$ cat config.mk
export PLATFORM = sky130hd
export DESIGN_NAME = memory_game_ctrl
export DESIGN_NICKNAME = d
export VERILOG_FILES = /design/src/rtl/memory_game_ctrl.sv
export SDC_FILE = /design/constraint.sdc
export NUM_CORES = 1
export LEC_CHECK = 0
export ABC_CLOCK_PERIOD_IN_PS = 4600
export CAP_MARGIN = 30
export CORE_MARGIN = 3
export CORE_UTILIZATION = 53
export CTS_BUF_LIST = sky130_fd_sc_hd__clkbuf_16
export CTS_CLUSTER_SIZE = 40
export DETAILED_ROUTE_END_ITERATION = 7
export PLACE_DENSITY_LB_ADDON = 0.12
export SLEW_MARGIN = 20
export SYNTH_ARGS = -nofsm -noshare
export SYNTH_HDL_FRONTEND = slang
export SYNTH_SLANG_ARGS = --single-unit
$ cat constraint.sdc
create_clock -name clock_25M -period 4.6 [get_ports clock_25M]
set_input_delay 0.92 -clock clock_25M [delete_from_list [all_inputs] [get_ports clock_25M]]
set_output_delay 0.92 -clock clock_25M [all_outputs]
set_load 0.01 [all_outputs]
$ cat src/rtl/memory_game_ctrl.sv
// Game-logic stage for the pepinos memory game: 5x4 card grid,
// cursor, reveal/match FSM, score and move count for the renderer.
module memory_game_ctrl #(
    parameter int COLS            = 5,
    parameter int ROWS            = 4,
    parameter int MISMATCH_FRAMES = 60
) (
    input  logic                       clock_25M,
    input  logic                       reset,
    input  logic                       frame,
    input  logic                       select,
    input  logic                       move_x,
    input  logic                       move_y,
    output logic [2:0]                 cursor_col,
    output logic [1:0]                 cursor_row,
    output logic [2*COLS*ROWS-1:0]     card_state,
    output logic [4*COLS*ROWS-1:0]     card_pair,
    output logic [3:0]                 pairs_found,
    output logic [7:0]                 moves,
    output logic                       game_won
);

    localparam int N  = COLS * ROWS;
    localparam int NP = N / 2;
    localparam int IW = $clog2(N);

    typedef enum logic [2:0] {
        FIRST,
        SECOND,
        COMPARE,
        SHOW_MISMATCH,
        WON
    } state_e;

    state_e            state_q, state_d;
    logic [2:0]        sel_sync_q, mx_sync_q, my_sync_q;
    logic [2:0]        col_q, col_d;
    logic [1:0]        row_q, row_d;
    logic [2*N-1:0]    cs_q, cs_d;
    logic [IW-1:0]     a_q, a_d, b_q, b_d;
    logic [3:0]        pairs_q, pairs_d;
    logic [7:0]        moves_q, moves_d;
    logic [7:0]        cnt_q, cnt_d;
    logic              won_q, won_d;

    logic              sel_p, mx_p, my_p;
    logic [IW-1:0]     cur_idx;
    logic              cur_hidden;

    // Rising-edge detect on the second synchroniser stage
    assign sel_p = sel_sync_q[1] & ~sel_sync_q[2];
    assign mx_p  = mx_sync_q[1] & ~mx_sync_q[2];
    assign my_p  = my_sync_q[1] & ~my_sync_q[2];

    assign cur_idx    = IW'(row_q) * IW'(COLS) + IW'(col_q);
    assign cur_hidden = (cs_q[2*cur_idx +: 2] == 2'b00);

    always_comb begin
        card_pair = '0;
        for (int k = 0; k < N; k++) begin
            card_pair[4*k +: 4] = 4'(((k * 3) % N) >> 1);
        end
    end

    always_comb begin
        state_d = state_q;
        col_d   = col_q;
        row_d   = row_q;
        cs_d    = cs_q;
        a_d     = a_q;
        b_d     = b_q;
        pairs_d = pairs_q;
        moves_d = moves_q;
        cnt_d   = cnt_q;

        if (state_q != WON) begin
            if (mx_p) col_d = (col_q == 3'(COLS - 1)) ? 3'd0 : col_q + 3'd1;
            if (my_p) row_d = (row_q == 2'(ROWS - 1)) ? 2'd0 : row_q + 2'd1;
        end

        unique case (state_q)
            FIRST: begin
                if (sel_p && cur_hidden) begin
                    cs_d[2*cur_idx +: 2] = 2'b01;
                    a_d     = cur_idx;
                    state_d = SECOND;
                end
            end
            SECOND: begin
                if (sel_p && cur_hidden) begin
                    cs_d[2*cur_idx +: 2] = 2'b01;
                    b_d     = cur_idx;
                    state_d = COMPARE;
                end
            end
            COMPARE: begin
                if (moves_q != 8'hFF) moves_d = moves_q + 8'd1;
                if (card_pair[4*a_q +: 4] == card_pair[4*b_q +: 4]) begin
                    cs_d[2*a_q +: 2] = 2'b10;
                    cs_d[2*b_q +: 2] = 2'b10;
                    pairs_d = pairs_q + 4'd1;
                    state_d = (pairs_d == 4'(NP)) ? WON : FIRST;
                end else begin
                    cnt_d   = 8'd0;
                    state_d = SHOW_MISMATCH;
                end
            end
            SHOW_MISMATCH: begin
                if (frame) begin
                    if (cnt_q == 8'(MISMATCH_FRAMES - 1)) begin
                        cs_d[2*a_q +: 2] = 2'b00;
                        cs_d[2*b_q +: 2] = 2'b00;
                        state_d = FIRST;
                    end else begin
                        cnt_d = cnt_q + 8'd1;
                    end
                end
            end
            WON: begin
                if (sel_p) begin
                    cs_d    = '0;
                    pairs_d = 4'd0;
                    moves_d = 8'd0;
                    col_d   = 3'd0;
                    row_d   = 2'd0;
                    state_d = FIRST;
                end
            end
            default: state_d = FIRST;
        endcase

        won_d = (state_d == WON);
    end

    always_ff @(posedge clock_25M) begin
        if (reset) begin
            state_q    <= FIRST;
            sel_sync_q <= '0;
            mx_sync_q  <= '0;
            my_sync_q  <= '0;
            col_q      <= '0;
            row_q      <= '0;
            cs_q       <= '0;
            a_q        <= '0;
            b_q        <= '0;
            pairs_q    <= '0;
            moves_q    <= '0;
            cnt_q      <= '0;
            won_q      <= 1'b0;
        end else begin
            state_q    <= state_d;
            sel_sync_q <= {sel_sync_q[1:0], select};
            mx_sync_q  <= {mx_sync_q[1:0], move_x};
            my_sync_q  <= {my_sync_q[1:0], move_y};
            col_q      <= col_d;
            row_q      <= row_d;
            cs_q       <= cs_d;
            a_q        <= a_d;
            b_q        <= b_d;
            pairs_q    <= pairs_d;
            moves_q    <= moves_d;
            cnt_q      <= cnt_d;
            won_q      <= won_d;
        end
    end

    assign cursor_col  = col_q;
    assign cursor_row  = row_q;
    assign card_state  = cs_q;
    assign pairs_found = pairs_q;
    assign moves       = moves_q;
    assign game_won    = won_q;

endmodule

==> results_dict.tcl <==
set metrics [dict create \
    drt-initial-drc-count 805 \
    ctsRootBufferMaster "sky130_fd_sc_hd__clkbuf_16" \
    drcViolationCount 0 \
    pre_cts_slack_ns 0.687 \
    nets 977 \
    row_count 41 \
    worst_skew_pair.late_latency_ns 0.35 \
    holdCritPathClass "reg -> reg" \
    clk_transition_reported_paths_ns 0.07 \
    grt_use_total 0.307 \
    transition_time_at_the_pin_with_the_least_slew_margin_ns 0.884 \
    finalWorstSetupSlack_ns 0.596 \
    tritoncts_num_sinks 88 \
    finalWeightedCongestion 1.05 \
    timing.max_cap.violations 0 \
    final_antenna_net_count 0 \
    worst-path-max-fanout 14 \
    crit_arrival_ns 4.28 \
    synth_async_sr_flop_share 0 \
    run_status "finished, final reports clean" \
    cts-htree-levels 3 \
    grt_antenna_before_repair 0 \
    areaGrowthSynthToFinish_pct 9.48 \
    finalSetupViolations 0 \
    routed-via-count 6857 \
    antenna-diode-count 0 \
    postCtsSetupRepairBufs 0 \
    report.final.slew_viol_count 0 \
    cp_data_required_time_ns 4.88 \
    numPortBuffers 63 \
    total_global_routing_overflow 0 \
    initial_core_utilization 0.548 \
    power_density_nw_per_um2 230 \
    fin_hold_ws_ns 0.444 \
    post-dp-hpwl_um 17200 \
    cts_bufs_inserted 9 \
    detail_route.wirelength_um 22600 \
    timing.clock.skew_ns 0.00832 \
    worst_setup_path_category "reg -> reg" \
    postSynthCellCount 905 \
    setup.worst_path.start_class "flip-flop" \
    number_of_synthesized_flops_with_an_enable_pin 0 \
    ys_ff_latch 88 \
    wl_per_cell_um 20.2 \
    fraction_of_the_cycle_the_final_worst_path_needs 0.871 \
    post_route_cells_drive_above_1_share 0.0752 \
    synthesis.area_um2 6970 \
    fp.coreArea_um2 12700 \
    maximum_number_of_pins_on_one_net_before_global_route_repair 47 \
    slew-limit-headroom 0.408 \
    floorplan.die.height_um 121 \
    peakVddDrop_v 0.000158 \
    rsz0062_at_grt "false" \
    yosysSeqAreaShare 0.253 \
    p_leak_nw 2.72 \
    die_width_um 121 \
    grt_pass1_vias 6356 \
    grt_first_pass_wirelength_um 35200 \
    cts_tree "built" \
    achievable-frequency_mhz 250 \
    synth_area_per_cell_um2 7.70 \
    ctsHoldBuffers 0 \
    synth-warning-count 0 \
    boundaryPins 144 \
    total_die_area_um2 14600 \
    postCtsResizedCells 0 \
    ys_dominant_reg_cell "sky130_fd_sc_hd__dfxtp_1" \
    reg2reg_setup_slack_ns 0.60 \
    synth.lib_cells_used.distinct 94 \
    clockBufferDepth 2 \
    worst_setup_path_end_kind "flip-flop" \
    first_pass_iters 5 \
    post-route-min-period_ns 4.00 \
    final_hold_viol_count 0 \
    routed_via_density 6.14 \
    fin_tns_setup_ns 0 \
]
-- layout by cell type (no fill, tap or decap), types with 7 or more instances in the layout --
master and n:
sky130_fd_sc_hd__or3_1 8, sky130_fd_sc_hd__buf_4 12, sky130_fd_sc_hd__clkdlybuf4s50_1 62, sky130_fd_sc_hd__a211oi_1 13
sky130_fd_sc_hd__nor3_1 30, sky130_fd_sc_hd__ha_1 30, sky130_fd_sc_hd__nand3_1 22, sky130_fd_sc_hd__nand2b_1 10
sky130_fd_sc_hd__o21ai_0 38, sky130_fd_sc_hd__a21oi_1 43, sky130_fd_sc_hd__o211ai_1 14, sky130_fd_sc_hd__conb_1 80
sky130_fd_sc_hd__a31oi_1 13, sky130_fd_sc_hd__nor2_1 112, sky130_fd_sc_hd__nor4_1 10, sky130_fd_sc_hd__clkbuf_16 9
sky130_fd_sc_hd__dfxtp_1 88, sky130_fd_sc_hd__or2_2 11, sky130_fd_sc_hd__nor2b_1 21, sky130_fd_sc_hd__o31ai_1 7
sky130_fd_sc_hd__nand4_1 13, sky130_fd_sc_hd__xor2_1 12, sky130_fd_sc_hd__and3_1 11, sky130_fd_sc_hd__nor3b_1 8
sky130_fd_sc_hd__mux2i_1 13, sky130_fd_sc_hd__inv_1 26, sky130_fd_sc_hd__nand2_1 71, sky130_fd_sc_hd__xnor2_1 15
-- synth_stat cells, types with 8 or more instances --
| cell | instances | area [um^2] |
|---|---|---|
| sky130_fd_sc_hd__nor2_1 | 112 | 420 |
| sky130_fd_sc_hd__dfxtp_1 | 88 | 1760 |
| sky130_fd_sc_hd__buf_4 | 83 | 623 |
| sky130_fd_sc_hd__nand2_1 | 71 | 267 |
| sky130_fd_sc_hd__a21oi_1 | 43 | 215 |
| sky130_fd_sc_hd__o21ai_0 | 38 | 190 |
| sky130_fd_sc_hd__ha_1 | 30 | 375 |
| sky130_fd_sc_hd__nor3_1 | 30 | 150 |
| sky130_fd_sc_hd__clkbuf_1 | 25 | 93.8 |
| sky130_fd_sc_hd__inv_1 | 25 | 93.8 |
| sky130_fd_sc_hd__nand3_1 | 22 | 110 |
| sky130_fd_sc_hd__nor2b_1 | 21 | 131 |
| sky130_fd_sc_hd__xnor2_1 | 15 | 131 |
| sky130_fd_sc_hd__o211ai_1 | 14 | 105 |
| sky130_fd_sc_hd__a211oi_1 | 13 | 97.6 |
| sky130_fd_sc_hd__a31oi_1 | 13 | 81.3 |
| sky130_fd_sc_hd__buf_2 | 13 | 65.1 |
| sky130_fd_sc_hd__mux2i_1 | 13 | 130 |
| sky130_fd_sc_hd__nand4_1 | 13 | 81.3 |
| sky130_fd_sc_hd__xor2_1 | 12 | 105 |
| sky130_fd_sc_hd__and3_1 | 11 | 68.8 |
| sky130_fd_sc_hd__or2_2 | 11 | 68.8 |
| sky130_fd_sc_hd__nand2b_1 | 10 | 62.6 |
| sky130_fd_sc_hd__nor4_1 | 10 | 62.6 |
| sky130_fd_sc_hd__nor3b_1 | 8 | 60.1 |
| sky130_fd_sc_hd__or3_1 | 8 | 50.1 |
-- cell families (layout without fill, tap and decap cells) --
kind of cell,count (synthesis),in the layout,share of synthesized area
AO/OA/AOI/OAI,216,216,0.218
adder cells (fa/ha/maj),31,31,0.0567
AND/OR/NAND/NOR,368,368,0.272
XOR/XNOR,27,27,0.0339
buffers and inverters,156,117,0.137
flip-flops,88,88,0.253
multiplexers,17,17,0.0289
other,2,80,0.00108
-- critical path, stage by stage, from the launching register on --
cell and delay [ns]:
sky130_fd_sc_hd__dfxtp_1 0.42, sky130_fd_sc_hd__ha_1 0.27, sky130_fd_sc_hd__ha_1 0.23, sky130_fd_sc_hd__fa_1 0.85
sky130_fd_sc_hd__inv_1 0.22, sky130_fd_sc_hd__and3_1 0.21, sky130_fd_sc_hd__ha_1 0.42, sky130_fd_sc_hd__o21ai_0 0.29
sky130_fd_sc_hd__or2_2 0.39, sky130_fd_sc_hd__a2111oi_0 0.43, sky130_fd_sc_hd__nand2_1 0.10, sky130_fd_sc_hd__o211ai_1 0.10
-- final timing paths --
check	from	endpoint	depth (start not counted)
setup reg to reg	cursor_row[1]	flip-flop	11
setup / recovery	cursor_row[1]	flip-flop	11
hold / removal	mx_sync_q[0]	mx_sync_q[1]	1
hold reg to reg	mx_sync_q[0]	mx_sync_q[1]	1
-- power breakdown --
| part | internal, mW | switching (mW) |
|---|---|---|
| logic | 0.0688 | 0.169 |
| clock network | 0.416 | 0.320 |
| registers | 0.769 | 0.0111 |
| total | 1.25 | 0.499 |
-- routing by layer --
| layer | up-vias | share of wire | track usage |
|---|---|---|---|
| li1 | 3173 | - | - |
| met1 | 3237 | 0.43 | 0.425 |
| met2 | 393 | 0.45 | 0.475 |
| met3 | 54 | 0.085 | 0.0463 |
| met4 | 0 | 0.040 | 0.132 |
| met5 | - | 0 | 0 |
-- stage by stage --
stage                     cell area (um^2)  std cells  power [mW]   util
after floorplan                       7260        983        1.03      -
after global placement                7340       1101        1.02  0.577
after detailed placement              7340       1101        1.03  0.577
after CTS                             7630       1116        1.75  0.600
after global routing                  7630       1116        1.81  0.600
final                                 7630       1116        1.75  0.600
-- cell type report --
cell class / count / area [um^2]
fillers: 1160 / 5090
multi-input cells: 739 / 4540
flip-flops and latches: 88 / 1760
repair buffers: 75 / 716
clock buffers: 9 / 225
well taps: 172 / 215
inverters: 27 / 104
clock inverters: 6 / 62.6
(Power assumes the default switching activity.)
